--- config.mk ---
export PLATFORM = sky130hd
export DESIGN_NAME = imem_arbiter
export DESIGN_NICKNAME = d
export VERILOG_FILES = /design/src/rtl/imem_arbiter_pkg.sv /design/src/rtl/imem_arbiter.sv
export SDC_FILE = /design/constraint.sdc
export NUM_CORES = 1
export LEC_CHECK = 0
export BUFFER_PORTS_ARGS = -buffer_cell sky130_fd_sc_hd__buf_2
export CAP_MARGIN = 20
export CELL_PAD_IN_SITES_DETAIL_PLACEMENT = 0
export CELL_PAD_IN_SITES_GLOBAL_PLACEMENT = 1
export CORE_MARGIN = 2
export CORE_UTILIZATION = 22
export DETAILED_ROUTE_END_ITERATION = 7
export GPL_TIMING_DRIVEN = 0
export PLACE_DENSITY_LB_ADDON = 0.1
export SLEW_MARGIN = 5
export SYNTH_ARGS = -nofsm -noshare
export SYNTH_HDL_FRONTEND = slang
export SYNTH_SLANG_ARGS = --single-unit
export TNS_END_PERCENT = 100
--- constraint.sdc ---
create_clock -name clk -period 1.5 [get_ports clk]
set_clock_uncertainty 0.1 [all_clocks]
set_input_delay 0 -clock clk [delete_from_list [all_inputs] [get_ports clk]]
set_output_delay 0 -clock clk [all_outputs]
set_load 0.02 [all_outputs]
--- src/rtl/imem_arbiter_pkg.sv ---
// Shared types and constants for the instruction-memory arbiter and its RAM.
package imem_arbiter_pkg;

    typedef enum logic {
        ST_LOAD = 1'b0,
        ST_RUN  = 1'b1
    } arb_state_t;

    localparam logic [31:0] NOP_INSTR     = 32'h0000_0013;
    localparam int          DEFAULT_DEPTH = 32000;

endpackage

--- src/rtl/imem_arbiter.sv ---
// Shares the instruction BRAM port between fetch (reads) and the program loader (writes),
// holding the core in LOAD until the image is in, then favouring fetch with a starvation guard.
module imem_arbiter
    import imem_arbiter_pkg::*;
#(
    parameter int DEPTH      = DEFAULT_DEPTH,
    parameter int AW         = 15,
    parameter int STARVE_LIM = 8,
    parameter bit BOOT_LOAD  = 1'b1
) (
    input  logic          clk,
    input  logic          rst,
    input  logic          ld_valid,
    output logic          ld_ready,
    input  logic [31:0]   ld_addr,
    input  logic [31:0]   ld_data,
    input  logic          ld_done,
    input  logic          if_req,
    input  logic [31:0]   if_addr,
    output logic          if_gnt,
    output logic          if_rvalid,
    output logic [31:0]   if_rdata,
    output logic          core_hold,
    output logic          err,
    output logic          mem_en,
    output logic          mem_we,
    output logic [AW-1:0] mem_addr,
    output logic [31:0]   mem_wdata,
    input  logic [31:0]   mem_rdata
);

    localparam int CW = $clog2(STARVE_LIM + 1);

    arb_state_t    state_reg, state_next;
    logic [CW-1:0] starve_reg, starve_next;
    logic          err_reg, err_next;
    logic          rvalid_reg;
    logic          oor_reg;
    logic [31:0]   rdata_reg;

    logic [29:0]   if_word, ld_word;
    logic          if_in_range, ld_in_range;
    logic          loader_wins, ld_accept;
    logic          unused_addr_bits;

    assign if_word          = if_addr[31:2];
    assign ld_word          = ld_addr[31:2];
    assign if_in_range      = (32'(if_word) < 32'(DEPTH));
    assign ld_in_range      = (32'(ld_word) < 32'(DEPTH));
    assign unused_addr_bits = ^{if_addr[1:0], ld_addr[1:0]};

    // Grants are suppressed while rst is high so reset never touches memory.
    always_comb begin
        state_next  = state_reg;
        starve_next = starve_reg;
        err_next    = err_reg;
        ld_ready    = 1'b0;
        if_gnt      = 1'b0;
        loader_wins = 1'b0;
        ld_accept   = 1'b0;
        mem_en      = 1'b0;
        mem_we      = 1'b0;
        mem_addr    = if_word[AW-1:0];
        mem_wdata   = ld_data;
        core_hold   = (state_reg == ST_LOAD);

        if (!rst) begin
            case (state_reg)
                ST_LOAD: begin
                    ld_ready    = 1'b1;
                    starve_next = '0;
                    if (ld_done) begin
                        state_next = ST_RUN;
                    end
                end
                ST_RUN: begin
                    loader_wins = ld_valid && (starve_reg == CW'(STARVE_LIM));
                    ld_ready    = !if_req || loader_wins;
                    if_gnt      = if_req && !loader_wins;
                    if (ld_valid && !ld_ready) begin
                        starve_next = (starve_reg == CW'(STARVE_LIM)) ? starve_reg
                                                                      : starve_reg + 1'b1;
                    end else begin
                        starve_next = '0;
                    end
                end
                default: state_next = ST_RUN;
            endcase

            ld_accept = ld_valid && ld_ready;
            if (if_gnt) begin
                mem_en   = if_in_range;
                mem_addr = if_word[AW-1:0];
            end else if (ld_accept) begin
                mem_en   = ld_in_range;
                mem_we   = ld_in_range;
                mem_addr = ld_word[AW-1:0];
            end
            err_next = err_reg | (if_gnt && !if_in_range) | (ld_accept && !ld_in_range);
        end
    end

    // Out-of-range fetches answer with a NOP instead of stale RAM data.
    assign if_rvalid = rvalid_reg && !rst;
    assign if_rdata  = if_rvalid ? (oor_reg ? NOP_INSTR : mem_rdata) : rdata_reg;
    assign err       = err_reg;

    always_ff @(posedge clk) begin
        if (rst) begin
            state_reg  <= BOOT_LOAD ? ST_LOAD : ST_RUN;
            starve_reg <= '0;
            err_reg    <= 1'b0;
            rvalid_reg <= 1'b0;
            oor_reg    <= 1'b0;
            rdata_reg  <= '0;
        end else begin
            state_reg  <= state_next;
            starve_reg <= starve_next;
            err_reg    <= err_next;
            rvalid_reg <= if_gnt;
            oor_reg    <= if_gnt && !if_in_range;
            if (if_rvalid) begin
                rdata_reg <= if_rdata;
            end
        end
    end

endmodule

==> metrics.cfg <==
[outcome]
outcome = finished with violations
violations = setup timing

[sta]
period_minus_slack_ns = 1.800
slew-limit-headroom_pct = 60.24
fin_crit_sh_pct = 120.0
timing.fmax_mhz = 555.6
drv_slew = 0
finalSetupViolations = 19
timing.final.ws_setup_ns = -0.2999
rsz0062_at_grt = yes
worst_pin_slew_ns = 0.5965
hold_violations = 0

[layout]
largest_reg_flops = 32
stdcell_area_um2 = 4852
n_antenna_cell = 0
fill_cells = 999
drive_gt1_share_pct = 64.22
syn_to_final_growth_pct = 108.0
nNetsFinal = 651

[synthesis]
synth_commonest_cells = dfxtp_1, buf_4, nand2_1
synth.most_common_cell = dfxtp_1
yosys.area_share.simple_pct = 31.81
avgSynthCellArea_um2 = 8.300
ys_ff_latch = 40
netlist.area_leader.share_pct = 34.33
synth_warnings = 0
synthXorXnorAreaFrac_pct = 0.7511
synth_cell_type_count = 31
synthAdderAreaFrac_pct = 1.073
netlist_area_um2 = 2332
synthMuxAreaShare_pct = 8.530
yosys-top-cells-area = dfxtp_1, buf_4, nor2b_1
ys_seq_area_share_pct = 34.33
synth-compound-area-share_pct = 9.013
synth_top_flop_cell = dfxtp_1
syn_nets = 416
netlist_instances = 281
synth-edff-count = 0
ys_async_sr_fraction_pct = 0
synth_top_family_by_area = simple AND/OR/NAND/NOR gates
yosysTopAreaCell = dfxtp_1

[drt]
drt_iter0_markers = 59
ant_nets = 0
remaining_drc_errors = 0
drt_pass1_iterations = 4
vias = 2725
wl_per_cell_um = 13.02
wirelength_um = 8505
via_per_inst = 4.173

[pwr]
ir_drop_mv = 0.3463
power.density_nw_per_um2 = 612.7
power_uw = 2973
leakage_uw = 0.002351

[global_routing]
grt_pass1_vias = 2480
grt_overflow = 0
grt_pass1_wl_um = 12130
antenna_found_initial = 0
track_usage_pct = 13.38
grt_max_degree = 13

[die]
die_x_um = 107.0
die-height_um = 107.0
io_pins = 219
design.core.area_um2 = 10320
initial_utilization_pct = 22.59
die_area_um2 = 11440
rows = 37

[critical_path]
required_ns = 1.40
cp-start-kind = register
crit_type = register to primary output
reg2reg_depth = 8
endpoint_kind = primary output
worstPathMaxFanout = 7
critPathArrivalTime_ns = 1.70

[worst_hold_path]
hold_path_class = input port to register
hold_path_depth = 4

[clock_network]
clk_pin_slew_ns = 0.07
cts.path.max_buffers = 2
clk_latency_ns = 0.28
tritoncts = built
cts-root-buf = clkbuf_8
cts_sinks = 40
htreeDepth = 2
cts-buffers-inserted = 5

[placed_design]
place_congestion = 0.7144
hpwlAfterDp_um = 6172
io_buffers = 182
dpl_cell_area_um2 = 3421

[run]
max_cap_violations = 0

routing by layer:
| layer | up-vias | track usage [%] | wire [um] |
|---|---|---|---|
| li1 | 1365 | - | - |
| met5 | - | 0 | 0 |
| met2 | 121 | 23.79 | 4455 |
| met3 | 5 | 3.708 | 632 |
| met1 | 1234 | 15.74 | 3337 |
| met4 | 0 | 3.618 | 80 |
repair_timing:
item / in CTS / in global routing
resized for setup: 88 / 138
setup endpoints to repair: 52 / 52
pin swaps: 5 / 21
hold endpoints to repair: 26 / 0
cloned: 1 / 5
setup buffers: 5 / 10
hold buffers: 26 / 0
power by group:
| part | total [uW] | leakage (uW) | switching [uW] | internal, uW |
|---|---|---|---|---|
| Sequential | 1100 | 0.000326 | 13.3 | 1080 |
| Combinational | 912 | 0.00196 | 413 | 499 |
| Clock | 966 | 0.0000645 | 378 | 587 |
worst paths after layout:
| check | start | end | slack [ns] |
|---|---|---|---|
| worst max-delay path | starve_reg[1]$_SDFFE_PP0P_ | mem_addr[1] | -0.30 |
| worst min-delay path | mem_rdata[7] | rdata_reg[7]$_SDFFE_PP0P_ | 0.02 |
| worst min register to register | err$_SDFF_PP0_ | err$_SDFF_PP0_ | 0.38 |
| worst max register to register | rvalid_reg$_SDFF_PP0_ | rdata_reg[22]$_SDFFE_PP0P_ | 0.08 |
final cells by class:
class	count	area [um^2]	area share, %
Buffer	47	410.4	8.458
Inverter	5	18.77	0.3868
Clock inverter	1	30.03	0.6189
Timing Repair Buffer	228	1723	35.51
Sequential cell	40	805.8	16.61
Tap cell	136	170.2	3.507
Clock buffer	7	96.34	1.986
Multi-Input combinational cell	189	1598	32.93
per-stage QoR:
step	utilization, %	TNS, ns	hold slack (ns)	worst slack (ns)	instances
global placement	33.14	-2.204	0.1104	-0.2257	599
floorplan	-	0	0.01259	0.01071	281
finish	47.00	-4.942	0.01620	-0.2999	653
detailed placement	33.14	-2.174	0.1179	-0.2207	599
CTS	40.16	-5.094	0.0001090	-0.3163	639
global route	47.00	-7.143	0.01128	-0.3807	653
logic make-up (layout without fill, tap and decap cells):
family          after synthesis  in the layout
compound gates               38             38
xor+xnor                      2              2
fa+ha+maj                     2              2
buf+inv                      52            288
flops                        40             40
mux                          15             15
simple gates                132            132
worst max-delay path, cell delays in order (launching register included):
cell      delay (ns)
dfxtp_2         0.34
inv_2           0.05
ha_4            0.15
nand4b_4        0.09
nand3_4         0.11
nand2_8         0.11
buf_12          0.13
mux2_4          0.31
buf_6           0.13
cell usage in the layout (no fill, tap or decap), drive strengths merged, types with 15 or more instances in the layout:
| cell type | synthesis | routed |
|---|---|---|
| mux2 | 15 | 15 |
| clkbuf | 8 | 17 |
| nand2b | 30 | 30 |
| nor2 | 15 | 15 |
| nand2 | 36 | 36 |
| dlygate4sd3 | 0 | 26 |
| nor2b | 32 | 32 |
| o21ai | 35 | 35 |
| buf | 39 | 239 |
| dfxtp | 40 | 40 |
No activity file was read; power rests on OpenSTA's default activity.
